==> src/rtl/z88_kbd_pkg.sv <==
// rtl/z88_kbd_pkg.sv - PS/2 byte constants, FSM encodings and scancode-to-Z88-matrix keymap
package z88_kbd_pkg;

    localparam logic [7:0] PS2_EXT    = 8'hE0;
    localparam logic [7:0] PS2_BRK    = 8'hF0;
    localparam logic [7:0] PS2_PAUSE  = 8'hE1;
    localparam logic [7:0] PS2_BAT_OK = 8'hAA;
    localparam logic [7:0] PS2_ACK    = 8'hFA;
    localparam logic [7:0] PS2_ECHO   = 8'hEE;
    localparam logic [7:0] PS2_RESEND = 8'hFE;
    localparam logic [7:0] PS2_ERR0   = 8'h00;
    localparam logic [7:0] PS2_ERR1   = 8'hFF;
    localparam logic [7:0] PS2_F12    = 8'h07;

    // Pause/Break sends E1 followed by seven more bytes that carry no key meaning.
    localparam logic [2:0] PAUSE_SKIP = 3'd7;

    typedef enum logic [1:0] {FR_IDLE, FR_DATA, FR_PARITY, FR_STOP} frame_state_t;
    typedef enum logic {DEC_KEY, DEC_SKIP} dec_state_t;

    typedef struct packed {
        logic       valid;
        logic [5:0] idx;    // col*8 + row
    } key_ent_t;

    function automatic key_ent_t hit(input int unsigned i);
        return '{valid: 1'b1, idx: 6'(i)};
    endfunction

    // 512-entry keymap indexed by {ext, code}; unlisted codes are invalid.
    function automatic key_ent_t key_lookup(input logic [8:0] key);
        key_ent_t e;
        e = '{valid: 1'b0, idx: 6'd0};
        case (key)
            9'h01C: e = hit(49);    // A
            9'h012: e = hit(62);    // left shift
            9'h059: e = hit(63);    // right shift
            9'h05A: e = hit(6);     // enter
            9'h15A: e = hit(6);     // keypad enter
            9'h029: e = hit(37);    // space
            9'h175: e = hit(38);    // up
            9'h172: e = hit(39);    // down
            9'h16B: e = hit(35);    // left
            9'h174: e = hit(36);    // right
            9'h076: e = hit(61);    // esc
            9'h00D: e = hit(53);    // tab
            9'h066: e = hit(7);     // backspace -> del
            9'h015: e = hit(41);    // Q
            9'h016: e = hit(45);    // 1
            9'h058: e = hit(59);    // caps lock
            9'h014: e = hit(52);    // left ctrl -> diamond
            9'h011: e = hit(54);    // left alt -> square
            default: e = '{valid: 1'b0, idx: 6'd0};
        endcase
        return e;
    endfunction

endpackage

==> src/rtl/z88_ps2_rx.sv <==
// rtl/z88_ps2_rx.sv - PS/2 receiver: synchroniser, clock filter, frame FSM, watchdog
// Ports: clk, rst (async, active-high), clk_ena sample enable, ps2_clk/ps2_dat pads;
//        rx_byte last good byte, rx_vld one-clk strobe, rx_err one-clk error strobe.
module z88_ps2_rx
    import z88_kbd_pkg::*;
#(
    parameter int FILT_LEN = 8,
    parameter int TIMEOUT  = 25000
) (
    input  logic       clk,
    input  logic       rst,
    input  logic       clk_ena,
    input  logic       ps2_clk,
    input  logic       ps2_dat,
    output logic [7:0] rx_byte,
    output logic       rx_vld,
    output logic       rx_err
);

    localparam int FW = $clog2(FILT_LEN + 1);
    localparam int TW = $clog2(TIMEOUT + 1);

    logic [1:0]    clk_sync, dat_sync;
    logic          clk_s, dat_s;
    logic          filt;
    logic [FW-1:0] filt_cnt;
    logic          filt_flip, fall;

    frame_state_t  state, state_n;
    logic [2:0]    bit_cnt, bit_cnt_n;
    logic [7:0]    shreg, shreg_n, byte_n;
    logic          par, par_n, vld_n, err_n;
    logic [TW-1:0] wdog, wdog_n;

    always_ff @(posedge clk or posedge rst) begin
        if (rst) begin
            clk_sync <= 2'b11;
            dat_sync <= 2'b11;
        end else begin
            clk_sync <= {clk_sync[0], ps2_clk};
            dat_sync <= {dat_sync[0], ps2_dat};
        end
    end

    assign clk_s = clk_sync[1];
    assign dat_s = dat_sync[1];

    // The filtered clock flips on the FILT_LEN-th consecutive differing tick.
    assign filt_flip = clk_ena && (clk_s != filt) && (filt_cnt == FW'(FILT_LEN - 1));
    assign fall      = filt_flip && filt;

    always_ff @(posedge clk or posedge rst) begin
        if (rst) begin
            filt     <= 1'b1;
            filt_cnt <= '0;
        end else if (clk_ena) begin
            if (clk_s == filt) begin
                filt_cnt <= '0;
            end else if (filt_flip) begin
                filt     <= clk_s;
                filt_cnt <= '0;
            end else begin
                filt_cnt <= filt_cnt + FW'(1);
            end
        end
    end

    always_ff @(posedge clk or posedge rst) begin
        if (rst) begin
            state   <= FR_IDLE;
            bit_cnt <= '0;
            shreg   <= '0;
            par     <= 1'b0;
            wdog    <= '0;
            rx_byte <= '0;
            rx_vld  <= 1'b0;
            rx_err  <= 1'b0;
        end else begin
            state   <= state_n;
            bit_cnt <= bit_cnt_n;
            shreg   <= shreg_n;
            par     <= par_n;
            wdog    <= wdog_n;
            rx_byte <= byte_n;
            rx_vld  <= vld_n;
            rx_err  <= err_n;
        end
    end

    always_comb begin
        state_n   = state;
        bit_cnt_n = bit_cnt;
        shreg_n   = shreg;
        par_n     = par;
        byte_n    = rx_byte;
        vld_n     = 1'b0;
        err_n     = 1'b0;

        if (fall || state == FR_IDLE)
            wdog_n = '0;
        else if (clk_ena)
            wdog_n = wdog + TW'(1);
        else
            wdog_n = wdog;

        if (state != FR_IDLE && clk_ena && !fall && wdog == TW'(TIMEOUT - 1)) begin
            state_n = FR_IDLE;
            err_n   = 1'b1;
            wdog_n  = '0;
        end else if (fall) begin
            case (state)
                FR_IDLE: begin
                    bit_cnt_n = '0;
                    if (!dat_s)
                        state_n = FR_DATA;
                end
                FR_DATA: begin
                    shreg_n   = {dat_s, shreg[7:1]};
                    bit_cnt_n = bit_cnt + 3'd1;
                    if (bit_cnt == 3'd7)
                        state_n = FR_PARITY;
                end
                FR_PARITY: begin
                    par_n   = dat_s;
                    state_n = FR_STOP;
                end
                FR_STOP: begin
                    state_n = FR_IDLE;
                    if (dat_s && (^shreg ^ par)) begin
                        byte_n = shreg;
                        vld_n  = 1'b1;
                    end else begin
                        err_n  = 1'b1;
                    end
                end
                default: state_n = FR_IDLE;
            endcase
        end
    end

endmodule

==> src/rtl/z88_ps2_kbd.sv <==
// rtl/z88_ps2_kbd.sv - PS/2 keyboard to Z88 64-key matrix and flap switch
// Ports: clk 50 MHz, rst (async, active-high), clk_ena 12.5 MHz enable, ps2_clk/ps2_dat pads;
//        kb_matrix (1 = key down, col*8+row), flap_sw (1 = open), scan_code/scan_vld debug,
//        frame_err one-clk strobe on a receive error.
module z88_ps2_kbd
    import z88_kbd_pkg::*;
#(
    parameter int FILT_LEN = 8,
    parameter int TIMEOUT  = 25000
) (
    input  logic        clk,
    input  logic        rst,
    input  logic        clk_ena,
    input  logic        ps2_clk,
    input  logic        ps2_dat,
    output logic [63:0] kb_matrix,
    output logic        flap_sw,
    output logic [7:0]  scan_code,
    output logic        scan_vld,
    output logic        frame_err
);

    logic [7:0]  rx_byte;
    logic        rx_vld;
    logic        rx_err;

    dec_state_t  dec_state, dec_state_n;
    logic        ext, ext_n, brk, brk_n, flap_n;
    logic [2:0]  skip_cnt, skip_n;
    logic [63:0] matrix_n;
    key_ent_t    ent;

    z88_ps2_rx #(
        .FILT_LEN (FILT_LEN),
        .TIMEOUT  (TIMEOUT)
    ) u_rx (
        .clk     (clk),
        .rst     (rst),
        .clk_ena (clk_ena),
        .ps2_clk (ps2_clk),
        .ps2_dat (ps2_dat),
        .rx_byte (rx_byte),
        .rx_vld  (rx_vld),
        .rx_err  (rx_err)
    );

    assign scan_code = rx_byte;
    assign scan_vld  = rx_vld;
    assign frame_err = rx_err;

    always_ff @(posedge clk or posedge rst) begin
        if (rst) begin
            dec_state <= DEC_KEY;
            ext       <= 1'b0;
            brk       <= 1'b0;
            skip_cnt  <= '0;
            kb_matrix <= '0;
            flap_sw   <= 1'b0;
        end else begin
            dec_state <= dec_state_n;
            ext       <= ext_n;
            brk       <= brk_n;
            skip_cnt  <= skip_n;
            kb_matrix <= matrix_n;
            flap_sw   <= flap_n;
        end
    end

    always_comb begin
        dec_state_n = dec_state;
        ext_n       = ext;
        brk_n       = brk;
        skip_n      = skip_cnt;
        matrix_n    = kb_matrix;
        flap_n      = flap_sw;
        ent         = key_lookup({ext, rx_byte});

        if (rx_vld) begin
            if (dec_state == DEC_SKIP) begin
                // Pause tail bytes: consumed without touching flags or matrix.
                skip_n = skip_cnt - 3'd1;
                if (skip_cnt == 3'd1)
                    dec_state_n = DEC_KEY;
            end else begin
                case (rx_byte)
                    PS2_EXT: ext_n = 1'b1;
                    PS2_BRK: brk_n = 1'b1;
                    PS2_PAUSE: begin
                        skip_n      = PAUSE_SKIP;
                        dec_state_n = DEC_SKIP;
                    end
                    PS2_BAT_OK, PS2_ACK, PS2_ECHO, PS2_RESEND, PS2_ERR0, PS2_ERR1: begin
                        ext_n = 1'b0;
                        brk_n = 1'b0;
                    end
                    default: begin
                        // Plain F12 is the flap switch: each make toggles it.
                        if (rx_byte == PS2_F12 && !ext) begin
                            if (!brk)
                                flap_n = ~flap_sw;
                        end else if (ent.valid) begin
                            matrix_n[ent.idx] = ~brk;
                        end
                        ext_n = 1'b0;
                        brk_n = 1'b0;
                    end
                endcase
            end
        end
    end

endmodule

==> config.mk <==
export PLATFORM = sky130hd
export DESIGN_NAME = z88_ps2_kbd
export DESIGN_NICKNAME = d
export VERILOG_FILES = /design/src/rtl/z88_kbd_pkg.sv /design/src/rtl/z88_ps2_rx.sv /design/src/rtl/z88_ps2_kbd.sv
export SDC_FILE = /design/constraint.sdc
export NUM_CORES = 1
export LEC_CHECK = 0
export ABC_CLOCK_PERIOD_IN_PS = 5300
export CORE_MARGIN = 5
export CORE_UTILIZATION = 44
export CTS_CLUSTER_SIZE = 12
export DETAILED_ROUTE_END_ITERATION = 16
export MAX_ROUTING_LAYER = met4
export PLACE_DENSITY = 0.65
export SYNTH_ARGS = -nofsm -noshare
export SYNTH_HDL_FRONTEND = slang
export SYNTH_HIERARCHICAL = 1
export SYNTH_SLANG_ARGS = --single-unit
==> constraint.sdc <==
create_clock -name clk -period 5.3 [get_ports clk]
set_input_delay 1.59 -clock clk [delete_from_list [all_inputs] [get_ports clk]]
set_output_delay 1.59 -clock clk [all_outputs]
set_load 0.02 [all_outputs]
After elaboration in Yosys (flattened, before gate mapping)
Index checks and enable logic that the tools add are counted.
- flip-flop bits (word level): 119
- bits of input ports: 5
- output and inout bits: 75
- logic and storage cells: 137
- add/sub/neg operators: 4
- order comparisons: 2
- equal/unequal tests: 38
- mux-type cells: 30
- bitwise logic cells: 10
- reduce and logical (&&, ||, !) cells: 35
- operators by type and width (cell ; number):
    7-bit one-hot mux with 17 select lines ; 1
    64-bit bitwise mux ; 1
    8-bit equality test (second input constant) ; 8
    9-bit by 5-bit equality test with 1-bit output (second input constant) ; 6
    9-bit by 7-bit equality test with 1-bit output (second input constant) ; 5
    9-bit equality test (second input constant) ; 5
    15-bit 2-to-1 mux ; 3
    3-bit AND reduction ; 7
    15-bit by 1-bit adder with 15-bit output (second input constant) ; 1
    15-bit equality test (second input constant) ; 1
    1-bit 2-to-1 mux ; 12
    5-bit AND reduction ; 2
    9-bit by 4-bit equality test with 1-bit output (second input constant) ; 1
    9-bit by 6-bit equality test with 1-bit output (second input constant) ; 1
    1-bit logical AND ; 9
    1-bit NOT ; 9
    9-bit OR reduction ; 1
    8-bit by 3-bit equality test with 1-bit output (second input constant) ; 1
    8-bit zero test ; 1
    2-bit 2-to-1 mux ; 4
    4-bit 2-to-1 mux ; 2
    2-bit one-hot mux with 4 select lines ; 1
    2-bit nonzero test ; 4
    8-bit parity ; 1
    26 further kinds ; 32

Longest topological paths before layout
- word-level depth: 9
- gate-level depth with buffers: 10
- gate-level depth less buffers: 7

Modules after synthesis
Netlist, hierarchy kept.
- modules (own cells, without submodules) (module ; times used ; cells an instance ; area an instance (um^2) ; sequential area each (um^2)):
    z88_ps2_kbd ; 1 ; 309 ; 3189.3 ; 1776.7
    z88_ps2_rx ; 1 ; 188 ; 2252.2 ; 1207.4

Worst setup path before layout
No wires, ideal clock.
- path kind: input -> register
- start point: input clk_ena
- end point: register u_rx.shreg[0]
- library setup time: 0.125 ns
- data arrival time: 2.735 ns
- data required time: 5.175 ns
- setup slack: 2.440 ns
- stages on the path: 5
- path buffers: 1
- path through: nand4b_1 > nor3b_1 > buf_2 > nand2_2 > mux2_2
- word-level cells in the longest chain between the ends: 8
- elaborated cells on any way between the ends: 9
- classes of those cells: bitwise (1); reduce/logical (8)
- RTL lines (element ; line ; RTL):
    start: declaration ; z88_ps2_kbd.sv:13 ; input logic clk_ena,
    1-bit logical AND (2 in series) ; z88_ps2_rx.sv:49 ; assign filt_flip = clk_ena && (clk_s != filt) && (filt_cnt == FW'(FILT_LEN - 1));
    1-bit logical AND ; z88_ps2_rx.sv:50 ; assign fall = filt_flip && filt;
    1-bit zero test ; z88_ps2_rx.sv:106 ; if (state != FR_IDLE && clk_ena && !fall && wdog == TW'(TIMEOUT - 1)) begin
    1-bit logical AND (2 in series) ; z88_ps2_rx.sv:106 ;
    1-bit NOT (no source line) ; -- ;
    3-bit AND reduction (no source line) (*) ; -- ;
    end signal: assignment ; z88_ps2_rx.sv:81 ; shreg <= shreg_n;
    end: declaration ; z88_ps2_rx.sv:31 ; logic [7:0] shreg, shreg_n, byte_n;
Every way passes the cells marked *; elsewhere a longest branch is shown, timed or not.
A chain may end at the register's enable or synchronous reset.

Final worst setup path
- start point: register u_rx.rx_byte[0]
- end point: output scan_code[0]
- RTL lines (element ; line ; RTL):
    start: declaration ; z88_ps2_rx.sv:15 ; output logic [7:0] rx_byte,
    start signal: assignment ; z88_ps2_rx.sv:84 ; rx_byte <= byte_n;
    end: declaration ; z88_ps2_kbd.sv:18 ; output logic [7:0] scan_code,
No word-level cell between the ends.

==> metrics.txt <==
slowest CP cell=dfrtp_1; antenna-violating nets left=0; Period minus WS final=3.450 ns; Cell Area, Placed=6168 um2; CTS root buffer=clkbuf_16; die area=14,690 um2; Post-synth EDFFs=0; setup TNS=0 ns; total core area=12,060 um2; Post-DP HPWL=7.422 mm; crit path buf inv count=1; worst path cell trace=clkdlybuf4s50_1; Final Hold Fails=0; FF+latch count, synth=119; CP max FO=17; pin count of the biggest net entering global routing=56; DR vias/cell=5.149; CP endpoint kind=primary output; Starting DRT DRC Count=326; Seq/Total Area, Yosys=54.84%; Crit path required time=3.71 ns; run status=finished clean; Die Height=121.2 um; final instance area=6746 um2; Fmax=289.9 MHz; Pleak=3.002 nW; Layout area overhead=23.98%; num rows=40; Vias=3,666; Tightest Hold Check Type=reg -> reg; post-placement setup slack=1.714 ns; Syn Nets=513; TritonCTS Buffers=17; top cells by area, synth=dfrtp_1 (52%), mux2_2 (3.7%), clkbuf_1 (3.5%); cts hold-fix bufs=0; fraction of registers with async set/reset=100.0%; die width=121.2 um; Setup Viol. Count Final=0; routed len/inst=14.96 um; GP Congestion=0.9020; Final period util=65.09%; # IOs=80; vias in the first global route=3,564; Total Wirelength=10.65 mm; layout cells sized above 1=13.79%; clk_lat worst skew=0.41 ns; cells after synthesis=497; Yosys top cell by area=dfrtp_1; Congestion Overflow GR=0; Worst IR Drop VDD=0.2399 mV; Crit Path Class=reg -> out; initial core utilization=45.11%; clock buffer depth=2; post-placement cell count=680; synth warn=6; first-pass detailed-route iteration total=5; final std cells w/o fill=712; fin. max-slew vios=0; Total GRT Usage=15.70%; Post-Syn Area=5441 um2; Synth cell types=70; initial antenna violation count=0; Synth top area share=52.43%; max-cap violations=0; PnR worst setup slack=1.850 ns; Critical Path Max Stage Delay=0.73 ns; ys flop type=dfrtp_1; Power Density=319.6 nW/um2; hold_ws=0.3552 ns; PortBufs=79; Rel. slew slack=27.70%; Worst-Margin Slew=1.083 ns; CTS sink cnt=119; n_diodes=0; Setup crit start kind=flip-flop; Worst Path Arrival=1.86 ns; CP top delay family=flip-flops; Mapped Avg Cell Area=10.95 um2; # resized after CTS=0; CTS tree=built; setup repair bufs after CTS=0; first-pass GRT wire length=17.70 mm; Clk pin slew, worst setup/hold paths=0.06 ns; # nets final=547; Final Skew=0.007989 ns; drt drc=0; RSZ-0062 raised after global routing=false; H-tree lvl count=4
[cells by family (layout without fill, tap and decap cells)]
| kind of cell | after synthesis | count (layout) | share of synthesized area, % |
|---|---|---|---|
| compound gates | 74 | 74 | 10.32 |
| buf+inv | 89 | 136 | 6.898 |
| simple gates | 151 | 151 | 15.45 |
| xor+xnor | 26 | 26 | 4.576 |
| flops | 119 | 119 | 54.84 |
| fa+ha+maj | 11 | 11 | 2.529 |
| mux | 27 | 27 | 5.381 |
[cells in the final DEF (no fill, tap or decap), types with 8 or more instances in the layout]
cell,Yosys,routed
nor2_1,32,32
nand3_1,18,18
o21ai_0,14,14
nor3_1,13,13
mux2i_1,9,9
ha_1,11,11
xor2_1,8,8
clkbuf_16,0,17
dfrtp_1,114,114
xnor2_1,16,16
mux2_2,18,18
nand2_1,26,26
inv_1,23,21
o31ai_1,12,12
clkdlybuf4s50_1,0,79
[state kept, by name (all words and copies together) (netlist names), 3 cells and up]
| name | cells |
|---|---|
| kb_matrix | 64 |
| u_rx/wdog | 15 |
| u_rx/rx_byte | 8 |
| u_rx/shreg | 8 |
| u_rx/filt_cnt | 4 |
| skip_cnt | 3 |
| u_rx/bit_cnt | 3 |
[synthesized netlist by cell type, types with 3 or more instances]
library cell,number
a31oi_1,4
inv_1,23
nor3b_1,5
nand2b_1,6
and3_1,6
o41ai_1,4
clkbuf_1,51
mux2_2,18
xor2_1,8
buf_4,4
nand2_1,26
nand3_1,18
nor2_1,32
nor2b_1,7
o21a_1,3
o31ai_1,12
o21ai_0,14
o21ai_1,3
buf_2,9
mux2i_1,9
ha_1,11
nor4_1,5
nand4_1,6
a21oi_1,5
dfrtp_1,114
nand3b_1,4
and4_1,3
o2111ai_1,3
xnor2_1,16
or3_1,3
dfstp_2,5
nor3_1,13
[metal layers]
layer	vias to the layer above	part of all wire (%)	track usage [%]
li1	1779	-	-
met3	16	5.9	4.755
met5	-	0	-
met2	108	44	22.37
met4	0	1.7	6.933
met1	1763	48	20.80
[power breakdown]
group / switching (mW) / total (mW) / internal, mW
combinational: 0.0514 / 0.0889 / 0.0375
clock: 0.427 / 1.09 / 0.667
sequential: 0.0316 / 0.973 / 0.941
[layout make-up]
cell class | count | area [um2]
Inverter | 23 | 86.33
Timing Repair Buffer | 81 | 805.8
Fill cell | 1002 | 5315
Multi-Input combinational cell | 289 | 2082
Clock buffer | 18 | 439.2
Clock inverter | 14 | 138.9
Sequential cell | 119 | 2984
Tap cell | 168 | 210.2
[metrics by stage]
stage	power (mW)	utilization, %
floorplan	1.052	-
global placement	1.074	51.14
finish	2.156	55.93
detailed placement	1.079	51.14
CTS	2.192	55.93
global route	2.253	55.93
[final timing paths]
path | depth (start not counted) | to | slack (ns) | from
worst max-delay path | 1 | scan_code[0] | 1.85 | u_rx/rx_byte[0]
worst max register to register | 7 | kb_matrix[52] | 2.42 | u_rx/rx_byte[0]
max in group asynchronous | 3 | kb_matrix[36] | 2.65 | rst
worst min register to register | 0 | u_rx/dat_sync[1] | 0.36 | u_rx/dat_sync[0]
min in group asynchronous | 2 | u_rx/wdog[9] | 1.77 | rst
worst min-delay path | 0 | u_rx/dat_sync[1] | 0.36 | u_rx/dat_sync[0]
No activity file was read; power rests on OpenSTA's default activity.
